===== config.mk =====
export PLATFORM = sky130hd
export DESIGN_NAME = alu_op_sequencer
export DESIGN_NICKNAME = d
export VERILOG_FILES = /design/src/rtl/alu_op_sequencer.sv
export SDC_FILE = /design/constraint.sdc
export NUM_CORES = 1
export LEC_CHECK = 0
export BUFFER_PORTS_ARGS = -buffer_cell sky130_fd_sc_hd__buf_2
export CAP_MARGIN = 40
export CORE_MARGIN = 4
export CORE_UTILIZATION = 45
export DETAILED_ROUTE_END_ITERATION = 6
export SLEW_MARGIN = 20
export SYNTH_ARGS = -nofsm -noshare
export SYNTH_HDL_FRONTEND = slang
export SYNTH_SLANG_ARGS = --single-unit

===== constraint.sdc =====
create_clock -name clk -period 3.5 [get_ports clk]
set_input_delay 1.05 -clock clk [delete_from_list [all_inputs] [get_ports clk]]
set_output_delay 1.05 -clock clk [all_outputs]
set_load 0.01 [all_outputs]

===== src/rtl/alu_op_sequencer.sv =====
// alu_op_sequencer
// Multi-cycle controller that steps a small ALU datapath (bitwise invert plus
// adder) through ADD, SUB, NEG and shift-add MUL sequences.
// Operations are requested over one valid/ready handshake.
// Results are returned over a second valid/ready handshake.
//
// Optional feature macro: OVERFLOW_FLAG_EN
//   When defined, the rsp_ovf output is present. It is a signed-overflow flag
//   for ADD/SUB/NEG and a copy of the carry flag for MUL.
//   When undefined, the port and its logic are absent.

module alu_op_sequencer #(
  parameter int WIDTH = 3
) (
  input  logic             clk,
  input  logic             rst_n,
  input  logic             req_valid,
  output logic             req_ready,
  input  logic [1:0]       req_op,
  input  logic [WIDTH-1:0] req_a,
  input  logic [WIDTH-1:0] req_b,
  output logic             rsp_valid,
  input  logic             rsp_ready,
  output logic [WIDTH-1:0] rsp_result,
  output logic             rsp_carry,
  output logic             busy
`ifdef OVERFLOW_FLAG_EN
  ,
  output logic             rsp_ovf
`endif
);

  // Opcode encoding of req_op
  localparam logic [1:0] OP_ADD = 2'b00;
  localparam logic [1:0] OP_SUB = 2'b01;
  localparam logic [1:0] OP_MUL = 2'b10;
  localparam logic [1:0] OP_NEG = 2'b11;

  // Counter wide enough to hold WIDTH (the number of MUL steps)
  localparam int CW = $clog2(WIDTH + 1);

  typedef enum logic [2:0] {
    S_IDLE,
    S_INV,
    S_EXEC,
    S_MUL,
    S_DONE
  } state_e;

  state_e               state_q, state_d;

  // Adder operands and carry-in
  logic [WIDTH-1:0]     a_q, a_d;
  logic [WIDTH-1:0]     b_q, b_d;
  logic                 cin_q, cin_d;

  // Shift-add multiplier state
  // The multiplier bits live in b_q and are shifted right once per step.
  logic [2*WIDTH-1:0]   a_sh_q, a_sh_d;
  logic [2*WIDTH-1:0]   acc_q, acc_d;
  logic [CW-1:0]        cnt_q, cnt_d;

  // Registered response
  logic [WIDTH-1:0]     result_q, result_d;
  logic                 carry_q, carry_d;
`ifdef OVERFLOW_FLAG_EN
  logic                 ovf_q, ovf_d;
`endif

  // Datapath helpers shared by the next-state logic
  logic [WIDTH:0]       sum;
  logic [2*WIDTH-1:0]   acc_next;

  // Adder: (WIDTH+1)-bit sum of the current operands and carry-in
  always_comb begin
    sum = {1'b0, a_q} + {1'b0, b_q} + {{WIDTH{1'b0}}, cin_q};
  end

  // Multiplier step: add the shifted multiplicand when the current multiplier bit is set
  always_comb begin
    acc_next = acc_q + (b_q[0] ? a_sh_q : {(2*WIDTH){1'b0}});
  end

  // State and datapath registers; reset abandons any operation in flight
  always_ff @(posedge clk or negedge rst_n) begin
    if (!rst_n) begin
      state_q  <= S_IDLE;
      a_q      <= '0;
      b_q      <= '0;
      cin_q    <= 1'b0;
      a_sh_q   <= '0;
      acc_q    <= '0;
      cnt_q    <= '0;
      result_q <= '0;
      carry_q  <= 1'b0;
`ifdef OVERFLOW_FLAG_EN
      ovf_q    <= 1'b0;
`endif
    end else begin
      state_q  <= state_d;
      a_q      <= a_d;
      b_q      <= b_d;
      cin_q    <= cin_d;
      a_sh_q   <= a_sh_d;
      acc_q    <= acc_d;
      cnt_q    <= cnt_d;
      result_q <= result_d;
      carry_q  <= carry_d;
`ifdef OVERFLOW_FLAG_EN
      ovf_q    <= ovf_d;
`endif
    end
  end

  // Next-state and datapath sequencing; every register holds unless its state updates it
  always_comb begin
    state_d  = state_q;
    a_d      = a_q;
    b_d      = b_q;
    cin_d    = cin_q;
    a_sh_d   = a_sh_q;
    acc_d    = acc_q;
    cnt_d    = cnt_q;
    result_d = result_q;
    carry_d  = carry_q;
`ifdef OVERFLOW_FLAG_EN
    ovf_d    = ovf_q;
`endif

    case (state_q)
      S_IDLE: begin
        if (req_valid) begin
          case (req_op)
            OP_ADD: begin
              a_d     = req_a;
              b_d     = req_b;
              cin_d   = 1'b0;
              state_d = S_EXEC;
            end
            OP_SUB: begin
              a_d     = req_a;
              b_d     = req_b;
              cin_d   = 1'b0;
              state_d = S_INV;
            end
            OP_NEG: begin
              // -a is computed as 0 + ~a + 1
              a_d     = '0;
              b_d     = req_a;
              cin_d   = 1'b0;
              state_d = S_INV;
            end
            OP_MUL: begin
              a_sh_d  = {{WIDTH{1'b0}}, req_a};
              b_d     = req_b;
              acc_d   = '0;
              cnt_d   = CW'(WIDTH);
              state_d = S_MUL;
            end
            default: state_d = S_IDLE;
          endcase
        end
      end

      S_INV: begin
        // Two's complement subtrahend: invert now and add one through carry-in
        b_d     = ~b_q;
        cin_d   = 1'b1;
        state_d = S_EXEC;
      end

      S_EXEC: begin
        result_d = sum[WIDTH-1:0];
        carry_d  = sum[WIDTH];
`ifdef OVERFLOW_FLAG_EN
        // Signed overflow: operand signs agree but the result sign differs
        ovf_d    = (a_q[WIDTH-1] == b_q[WIDTH-1]) && (sum[WIDTH-1] != a_q[WIDTH-1]);
`endif
        state_d  = S_DONE;
      end

      S_MUL: begin
        acc_d  = acc_next;
        a_sh_d = a_sh_q << 1;
        b_d    = b_q >> 1;
        cnt_d  = cnt_q - CW'(1);
        if (cnt_q == CW'(1)) begin
          // The last partial product is taken from acc_next, so the final add is included
          result_d = acc_next[WIDTH-1:0];
          carry_d  = |acc_next[2*WIDTH-1:WIDTH];
`ifdef OVERFLOW_FLAG_EN
          ovf_d    = |acc_next[2*WIDTH-1:WIDTH];
`endif
          state_d  = S_DONE;
        end
      end

      S_DONE: begin
        // The response is held until it is taken, then the sequencer returns to idle.
        // No request is accepted in the same cycle.
        if (rsp_ready) begin
          state_d = S_IDLE;
        end
      end

      default: state_d = S_IDLE;
    endcase
  end

  // Handshake and status outputs decoded from the state; result flags come straight from registers
  always_comb begin
    req_ready  = (state_q == S_IDLE);
    rsp_valid  = (state_q == S_DONE);
    busy       = (state_q != S_IDLE);
    rsp_result = result_q;
    rsp_carry  = carry_q;
`ifdef OVERFLOW_FLAG_EN
    rsp_ovf    = ovf_q;
`endif
  end

endmodule


==> results of run 1 <==
final timing paths:
path	startpoint	end	slack, ps	depth (start not counted)
worst min-delay path	rsp_result[2]	rsp_result[2]	490	2
min in group asynchronous	rst_n	acc_q[3]	780	1
max in group asynchronous	rst_n	b_q[1]	2310	1
worst min register to register	rsp_result[2]	rsp_result[2]	490	2
worst max-delay path	state_q[1]	rsp_valid	1050	3
worst max register to register	b_q[0]	rsp_carry	1260	8
routing by layer:
layer	track usage (%)	routed length [um]	up-vias
met5	0	0	-
met4	5.21	49	0
met3	2.17	123	5
met2	26.6	1700	20
met1	22.1	1680	618
li1	-	-	663
layout make-up:
cell class	instances	share of cell area (%)
clock buffers	4	2.97
well taps	48	3.24
repair buffers	18	4.86
flip-flops and latches	28	37.8
inverters	8	1.62
multi-input cells	138	49.5
through the flow:
step	total power [W]	setup slack, ps	cells	cell area, um^2	hold slack [ps]
finish	0.00159	1050	244	1850	491
global route	0.00176	983	244	1850	537
CTS	0.00161	1060	244	1850	500
detailed placement	0.00140	1260	240	1800	477
global placement	0.00138	1340	240	1800	459
floorplan	0.00120	1460	179	1690	450
cells by family after synthesis:
logic type / Yosys count / synth area share [%]
simple gates: 67 / 21.1
compound gates: 48 / 16.7
fa+ha+maj: 11 / 9.47
flops: 28 / 41.5
buf+inv: 13 / 4.37
mux: 8 / 4.89
xor+xnor: 4 / 2.07
power by group through the flow:
stage	Combinational, W	Clock, W	Sequential [W]
global placement	0.000755	0	0.000622
global route	0.000887	0.000226	0.000650
detailed placement	0.000775	0	0.000629
finish	0.000765	0.000207	0.000620
floorplan	0.000622	0	0.000573
CTS	0.000779	0.000212	0.000622
Yosys cell counts, types with 3 or more instances:
master	n	area [um^2]
dfrtp_1	28	701
nand2_1	24	90.1
o21ai_0	16	80.1
nor2_1	15	56.3
a21oi_1	11	55.1
ha_1	8	100
inv_1	7	26.3
and2_1	6	37.5
mux2i_1	6	60.1
o21ai_1	6	30.0
a22o_1	5	43.8
nand3_1	4	20.0
fa_1	3	60.1
nor3_1	3	15.0
o22ai_1	3	18.8
critical path, stage by stage (launching register included):
cell and delay [ps]:
dfrtp_1 560, inv_1 210, and3_1 210, buf_2 130
registers in the layout, summed over array words and instances, names as in the netlist:
name	flops
a_sh_q	6
acc_q	6
a_q	3
b_q	3
rsp_result	3
state_q	3
cnt_q	2
cin_q	1
rsp_carry	1
==> impl_metrics.tcl, run 1 <==
set metrics [dict create \
    root_buffer "clkbuf_8" \
    synth_edf_count 0 \
    avgSynthCellArea_um2 9.44 \
    drtIter0Drc 85 \
    diodes 0 \
    post_cts_buffers 0 \
    syn-cell-area_um2 1690 \
    drv_slew 0 \
    coreArea_um2 3630 \
    ios 19 \
    dr_total_vias 1306 \
    min_period_over_period_pct 69.9 \
    grtUsageTotal_pct 16.2 \
    cts_tree "built" \
    clk_latency_ps 280 \
    hold_class "reg2reg" \
    nets 220 \
    ant_nets 0 \
    multi_input_area_um2 916 \
    die-area_um2 4800 \
    vias_per_cell 5.35 \
    critPathLaunchType "register" \
    worstPathArrival_ps 1400 \
    worst_pin_slew_ps 735 \
    cp_max_fo 10 \
    final.min_clock_period_ps 2450 \
    rsz0062_at_grt "false" \
    clockBufferDepth 2 \
    yosys_warnings 0 \
    p_seq_share_pct 38.9 \
    layout_common_cells "dfrtp_1, nand2_1, buf_2" \
    synth-async-reset-ratio_pct 100 \
    endpoint_kind "output port" \
    power_switching_w 0.000684 \
    syn-num-nets 202 \
    numCtsBuffers 3 \
    area_growth_pct 9.55 \
    worstPathRequired_ps 2450 \
    maxCapViolCount 0 \
    overflow 0 \
    pwr-share-comb_pct 48.1 \
    tns_ps 0 \
    fmax_mhz 409 \
    htree_levels 1 \
    ys_seq_elements 28 \
    holdBufCountCts 0 \
    gp_congestion 0.865 \
    outcome "finished, final reports clean" \
    clock-sinks 28 \
    wl_per_cell_um 14.6 \
    dieWidth_um 69.3 \
    hpwl_um 2720 \
    rows 22 \
    drc_errors 0 \
    port_buffers 18 \
    grt_max_degree 29 \
    synthDistinctLibCells 40 \
    drt_first_pass_iters 4 \
    die_h_um 69.3 \
    post-route-util_pct 51.0 \
    grt_first_pass_wirelength_um 6280 \
    final_common_cell "dfrtp_1" \
    vdd_drop_max_uv 338 \
    netlist_instances 179 \
    antenna_found_initial 0 \
    max_slew_margin_pct 50.8 \
    p_sw_share_pct 43.0 \
    path_class "reg2out" \
    fillCellCount 354 \
    wirelength_um 3560 \
    initial_core_util_pct 46.5 \
    cts_resized 0 \
    p_per_area_nw_per_um2 859 \
    setup_viol 0 \
    fin_worst_skew_ps 2.26 \
    finalHoldViolations 0 \
    power.share.clock_pct 13.0 \
    path_clk_slew_ps 100 \
    seq_area_frac_synth_pct 41.5 \
    p_leak_nw 0.884 \
    grt_pass1_vias 1298 \
    synth_ff_type "dfrtp_1" \
    drive_above_1_share_pct 15.8 \
    p_int_w 0.000907 \
    register_area_um2 701 \
]
Note: power is estimated with default switching activity, not from simulation.
==> inputs of run 2 (changes only) <==
Settings changed: ABC_AREA set to 1.
Clock period 3.5 ns to 2.3 ns, I/O delays scaled along.
==> run 2 against run 1 <==
Cell area grew 0.34%. Final cell count grew 14%. Wire length shrank 0.34%. Largest cell class unchanged.
==> impl_metrics.tcl, run 2 <==
set metrics [dict create \
    post-place-ws_ps 447 \
    critPathLaunchType "register" \
    worstPathRequired_ps 1610 \
    worst_pin_slew_ps 651 \
    drt_first_pass_iters 5 \
    synth_ff_type "dfrtp_1" \
    tns_ps 0 \
    top_regs "a_sh_q x6, acc_q x6" \
    gp_congestion 0.825 \
    clk_latency_ps 270 \
    holdBufCountCts 0 \
    outcome "finished, final reports clean" \
    grt_first_pass_wirelength_um 6520 \
    hold_class "in2async" \
    synth.most_common_cell "nand2_1" \
    port_buffers 18 \
    syn-num-nets 236 \
    worstPathArrival_ps 1280 \
    diodes 0 \
    rr_startpoint "b_q[0]" \
    yosys_warnings 0 \
    clock-sinks 28 \
    final.min_clock_period_ps 1970 \
    numCtsBuffers 3 \
    setup_ws_ps 329 \
    drc_errors 0 \
    die-area_um2 4800 \
    reg2reg_depth 12 \
    endpoint_kind "output port" \
    wirelength_um 3550 \
    place_area_um2 1820 \
    register_area_um2 701 \
    syn-cell-area_um2 1690 \
    multi_input_area_um2 835 \
    synth_area_leader_cell "dfrtp_1" \
    htree_levels 1 \
    ys_top_cells_by_area "dfrtp_1, nand2_1, inv_1" \
    ios 19 \
    yosys-top-cells-count "nand2_1, inv_1, dfrtp_1" \
    synthDistinctLibCells 30 \
    cts_resized 0 \
    synth-async-reset-ratio_pct 100 \
    cp_max_fo 6 \
    dieWidth_um 69.3 \
    grt_pass1_vias 1418 \
    area_growth_pct 9.92 \
    antenna_found_initial 0 \
    final_area_um2 1860 \
    vdd_drop_max_uv 663 \
    nets 256 \
    fmax_mhz 507 \
    coreArea_um2 3630 \
    p_leak_nw 1.02 \
    clockBufferDepth 2 \
    hold_ws_ps 436 \
    grtUsageTotal_pct 16.4 \
    initial_core_util_pct 46.5 \
    drtIter0Drc 31 \
    path_class "reg2out" \
    root_buffer "clkbuf_8" \
    avgSynthCellArea_um2 7.94 \
    path_clk_slew_ps 90 \
    seq_area_frac_synth_pct 41.5 \
    rsz0062_at_grt "false" \
    hpwl_um 2750 \
    grt_max_degree 29 \
    synth_top_area_share_pct 41.5 \
    vias_per_cell 5.02 \
    netlist_instances 213 \
    maxCapViolCount 0 \
    p_per_area_nw_per_um2 1220 \
    ant_nets 0 \
    dr_total_vias 1400 \
    ys_seq_elements 28 \
    synth_edf_count 0 \
    stdcell_count 279 \
    final_common_cell "nand2_1" \
    die_h_um 69.3 \
    drive_above_1_share_pct 14.7 \
    min_period_over_period_pct 85.7 \
    wl_per_cell_um 12.7 \
    overflow 0 \
    placedCellCount 276 \
    fillCellCount 374 \
    fin_worst_skew_ps 3.65 \
    drv_slew 0 \
    layout_common_cells "nand2_1, inv_1, dfrtp_1" \
    setup_viol 0 \
    cts_tree "built" \
    post_cts_buffers 0 \
    rows 22 \
    max_slew_margin_pct 56.6 \
    rrSetupSlack_ps 430 \
    reg2reg_to "rsp_carry" \
    finalHoldViolations 0 \
]
==> run 2: cell types whose count changed after synthesis, moves of 5 or more <==
cell | previous run | this run
inv_1 | 7 | 30
and2_1 | 6 | 0
a22o_1 | 5 | 0
nand3_1 | 4 | 14
nand2_1 | 24 | 62
==> run 2: cells by family (layout without fill, tap and decap cells) <==
| logic type | count (synthesis) | in the layout | share of synthesized area, % |
|---|---|---|---|
| simple gates | 96 | 96 | 24.4 |
| compound gates | 37 | 37 | 13.3 |
| fa+ha+maj | 11 | 11 | 9.47 |
| mux | 2 | 2 | 1.18 |
| flops | 28 | 28 | 41.5 |
| buf+inv | 37 | 55 | 9.18 |
| xor+xnor | 2 | 2 | 1.04 |
==> run 2: worst max path at each step <==
stage	from	end	cells after the start
final	state_q[1]	busy	5
after CTS	state_q[1]	busy	5
after floorplan	b_q[0]	rsp_carry	13
after global routing	state_q[2]	busy	5
after global placement	b_q[0]	rsp_carry	12
after detailed placement	b_q[0]	rsp_carry	12
==> run 2: layer usage <==
metal	part of all wire (%)	GRT usage, %	wire length [um]	vias up
li1	-	-	-	722
met1	46	22.0	1640	645
met2	49	27.9	1750	29
met3	3.9	1.88	139	4
met4	0.73	4.56	26	0
met5	0	0	0	-
==> run 2: per-stage QoR <==
stage | utilization, % | total power (W)
finish | 51.1 | 0.00227
floorplan | - | 0.00172
global placement | 50.0 | 0.00201
CTS | 51.1 | 0.00230
global route | 51.1 | 0.00253
detailed placement | 50.0 | 0.00202
==> run 2: worst max-delay path, stage by stage (launching register included) <==
cell and delay [ps]:
dfrtp_1 450, inv_2 90, nand2_2 70, nor2_4 140
inv_1 120, buf_2 160
==> run 2: final cells by class <==
class / count / share of cell area [%]
clock buffers: 3 / 2.22
inverters: 33 / 6.67
multi-input cells: 148 / 44.9
flip-flops and latches: 28 / 37.7
well taps: 48 / 3.23
repair buffers: 19 / 5.25
==> run 2: report_power, final <==
group | internal [W] | switching [W] | total (W)
Combinational | 0.000426 | 0.000728 | 0.00115
Clock | 0.000118 | 0.000147 | 0.000265
Sequential | 0.000686 | 0.000165 | 0.000851
Total | 0.00123 | 0.00104 | 0.00227
==> inputs of run 3 (changes only) <==
Clock period 2.3 ns to 2.5 ns, I/O delays scaled along.
==> run 3 against run 2 <==
Via count decreased by 2.6%. Global-route usage decreased by 0.91 points. Clock power increased by 4%. Final cell count increased by 0.36%. Count of clock-buffer cells in the layout increased by 1. Worst setup slack improved by 140 ps. Non-clock buffer count unchanged. Hold slack improved by 42 ps. Sequential share of layout area decreased by 0.28 points. Flip-flop and latch count unchanged. Wire length decreased by 3.2%. Critical endpoint unchanged.
==> impl_metrics.tcl, run 3 (synthesis results as in run 2) <==
set metrics [dict create \
    cts_resized 0 \
    p_leak_nw 1.03 \
    wirelength_um 3430 \
    rows 22 \
    antenna_found_initial 0 \
    hpwl_um 2710 \
    maxCapViolCount 0 \
    finalHoldViolations 0 \
    coreArea_um2 3630 \
    tns_ps 0 \
    drtIter0Drc 45 \
    initial_core_util_pct 46.5 \
    max_slew_margin_pct 58.5 \
    die-area_um2 4800 \
    post_cts_buffers 0 \
    cp_max_fo 6 \
    dr_total_vias 1364 \
    path_depth 5 \
    worst_path_largest_cell_delay_ps 450 \
    path_class "reg2out" \
    overflow 0 \
    path_clk_slew_ps 90 \
    nets 256 \
    final_area_um2 1870 \
    drive_above_1_share_pct 15.1 \
    fillCellCount 392 \
    reg2reg_to "rsp_carry" \
    wl_per_cell_um 12.3 \
    place_area_um2 1820 \
    layout_common_cells "nand2_1, inv_1, dfrtp_1" \
    p_seq_share_pct 36.8 \
    final.min_clock_period_ps 2030 \
    crit_path_start "state_q[1]" \
    power_switching_w 0.000951 \
    area_growth_pct 10.7 \
    grt_pass1_vias 1395 \
    root_buffer "clkbuf_8" \
    critPathLaunchType "register" \
    power.share.clock_pct 13.1 \
    critPathBufInv 3 \
    clock-sinks 28 \
    numCtsBuffers 3 \
    dieWidth_um 69.3 \
    fin_total_pwr_w 0.00211 \
    worst_pin_slew_ps 622 \
    setup_viol 0 \
    fin_worst_skew_ps 4.64 \
    reg2reg_depth 12 \
    vdd_drop_max_uv 636 \
    path_cells "inv_2 -> nand2_2 -> nor2_4 -> inv_1 -> buf_2" \
    port_buffers 18 \
    endpoint_kind "output port" \
    die_h_um 69.3 \
    placedCellCount 276 \
    ant_nets 0 \
    worstSetupEndpoint "busy" \
    ios 19 \
    worstPathArrival_ps 1280 \
    p_per_area_nw_per_um2 1130 \
    final_common_cell "nand2_1" \
    rsz0062_at_grt "false" \
    grt_first_pass_wirelength_um 6140 \
    rr_startpoint "b_q[0]" \
    rrSetupSlack_ps 660 \
    drv_slew 0 \
    stdcell_count 280 \
    vias_per_cell 4.87 \
    top_regs "a_sh_q x6, acc_q x6" \
    htree_levels 1 \
    cts_tree "built" \
    p_sw_share_pct 45.0 \
    hold_class "reg2reg" \
    drt_first_pass_iters 4 \
    p_int_w 0.00116 \
    gp_congestion 0.789 \
    grtUsageTotal_pct 15.5 \
    crit_slowest_cell "dfrtp_1" \
    holdBufCountCts 0 \
    cp_top_family "flip-flops" \
    diodes 0 \
    clockBufferDepth 2 \
    fmax_mhz 493 \
    min_period_over_period_pct 81.1 \
    pwr-share-comb_pct 50.2 \
    drc_errors 0 \
    clk_latency_ps 270 \
    grt_max_degree 29 \
    worstPathRequired_ps 1750 \
    outcome "finished, final reports clean" \
]
[run 3: cell count changes in the layout (fill, tap and decap cells not counted)]
| cell | delta |
|---|---|
| clkbuf_8 | +1 |
[run 3: worst min-delay path by stage]
stage / from / to / slack [ps] / cells after the start
after floorplan: rst_n / a_q[0] / 450 / 0
after global placement: rsp_result[0] / rsp_result[0] / 450 / 2
after detailed placement: rsp_result[0] / rsp_result[0] / 460 / 2
after CTS: rsp_result[0] / rsp_result[0] / 480 / 2
after global routing: cnt_q[0] / cnt_q[0] / 500 / 1
final: cnt_q[0] / cnt_q[0] / 480 / 1
[run 3: stage by stage]
stage / utilization (%) / setup WS [ps] / hold WS (ps)
2_1_floorplan: - / 751 / 446
3_3_place_gp: 50.0 / 714 / 450
3_5_place_dp: 50.0 / 669 / 458
4_1_cts: 51.5 / 456 / 481
5_1_grt: 51.5 / 387 / 499
6_report: 51.5 / 472 / 478
[run 3: final cells by class]
| type | count | area (um^2) | area share, % |
|---|---|---|---|
| repair buffers | 19 | 97.6 | 5.21 |
| flip-flops and latches | 28 | 701 | 37.4 |
| inverters | 33 | 124 | 6.62 |
| well taps | 48 | 60.1 | 3.21 |
| multi-input cells | 148 | 835 | 44.6 |
| clock buffers | 4 | 55.1 | 2.94 |
[run 3: routing by layer]
| layer | vias to the layer above | routed length [um] | global-route usage [%] |
|---|---|---|---|
| met5 | - | 0 | 0 |
| met4 | 0 | 31 | 3.90 |
| met3 | 4 | 87 | 1.74 |
| met2 | 19 | 1670 | 27.8 |
| met1 | 623 | 1640 | 19.7 |
| li1 | 718 | - | - |
[run 3: worst reg2reg max path, stage by stage (launching register included)]
cell and delay, ps:
dfrtp_1 470, nand2_1 100, inv_1 40, ha_1 210, fa_1 410, nand3_1 100
nand2_1 60, nand2_1 60, nand2_1 60, nor2_1 100, nand2_1 50, nand2_1 50
nand2_1 40
[run 3: power by group through the flow]
stage / Sequential [W] / Clock [W] / Combinational [W]
2_1_floorplan: 0.000758 / 0 / 0.000825
3_3_place_gp: 0.000784 / 0 / 0.00107
3_5_place_dp: 0.000790 / 0 / 0.00107
4_1_cts: 0.000780 / 0.000290 / 0.00108
5_1_grt: 0.000809 / 0.000306 / 0.00124
6_report: 0.000777 / 0.000276 / 0.00106
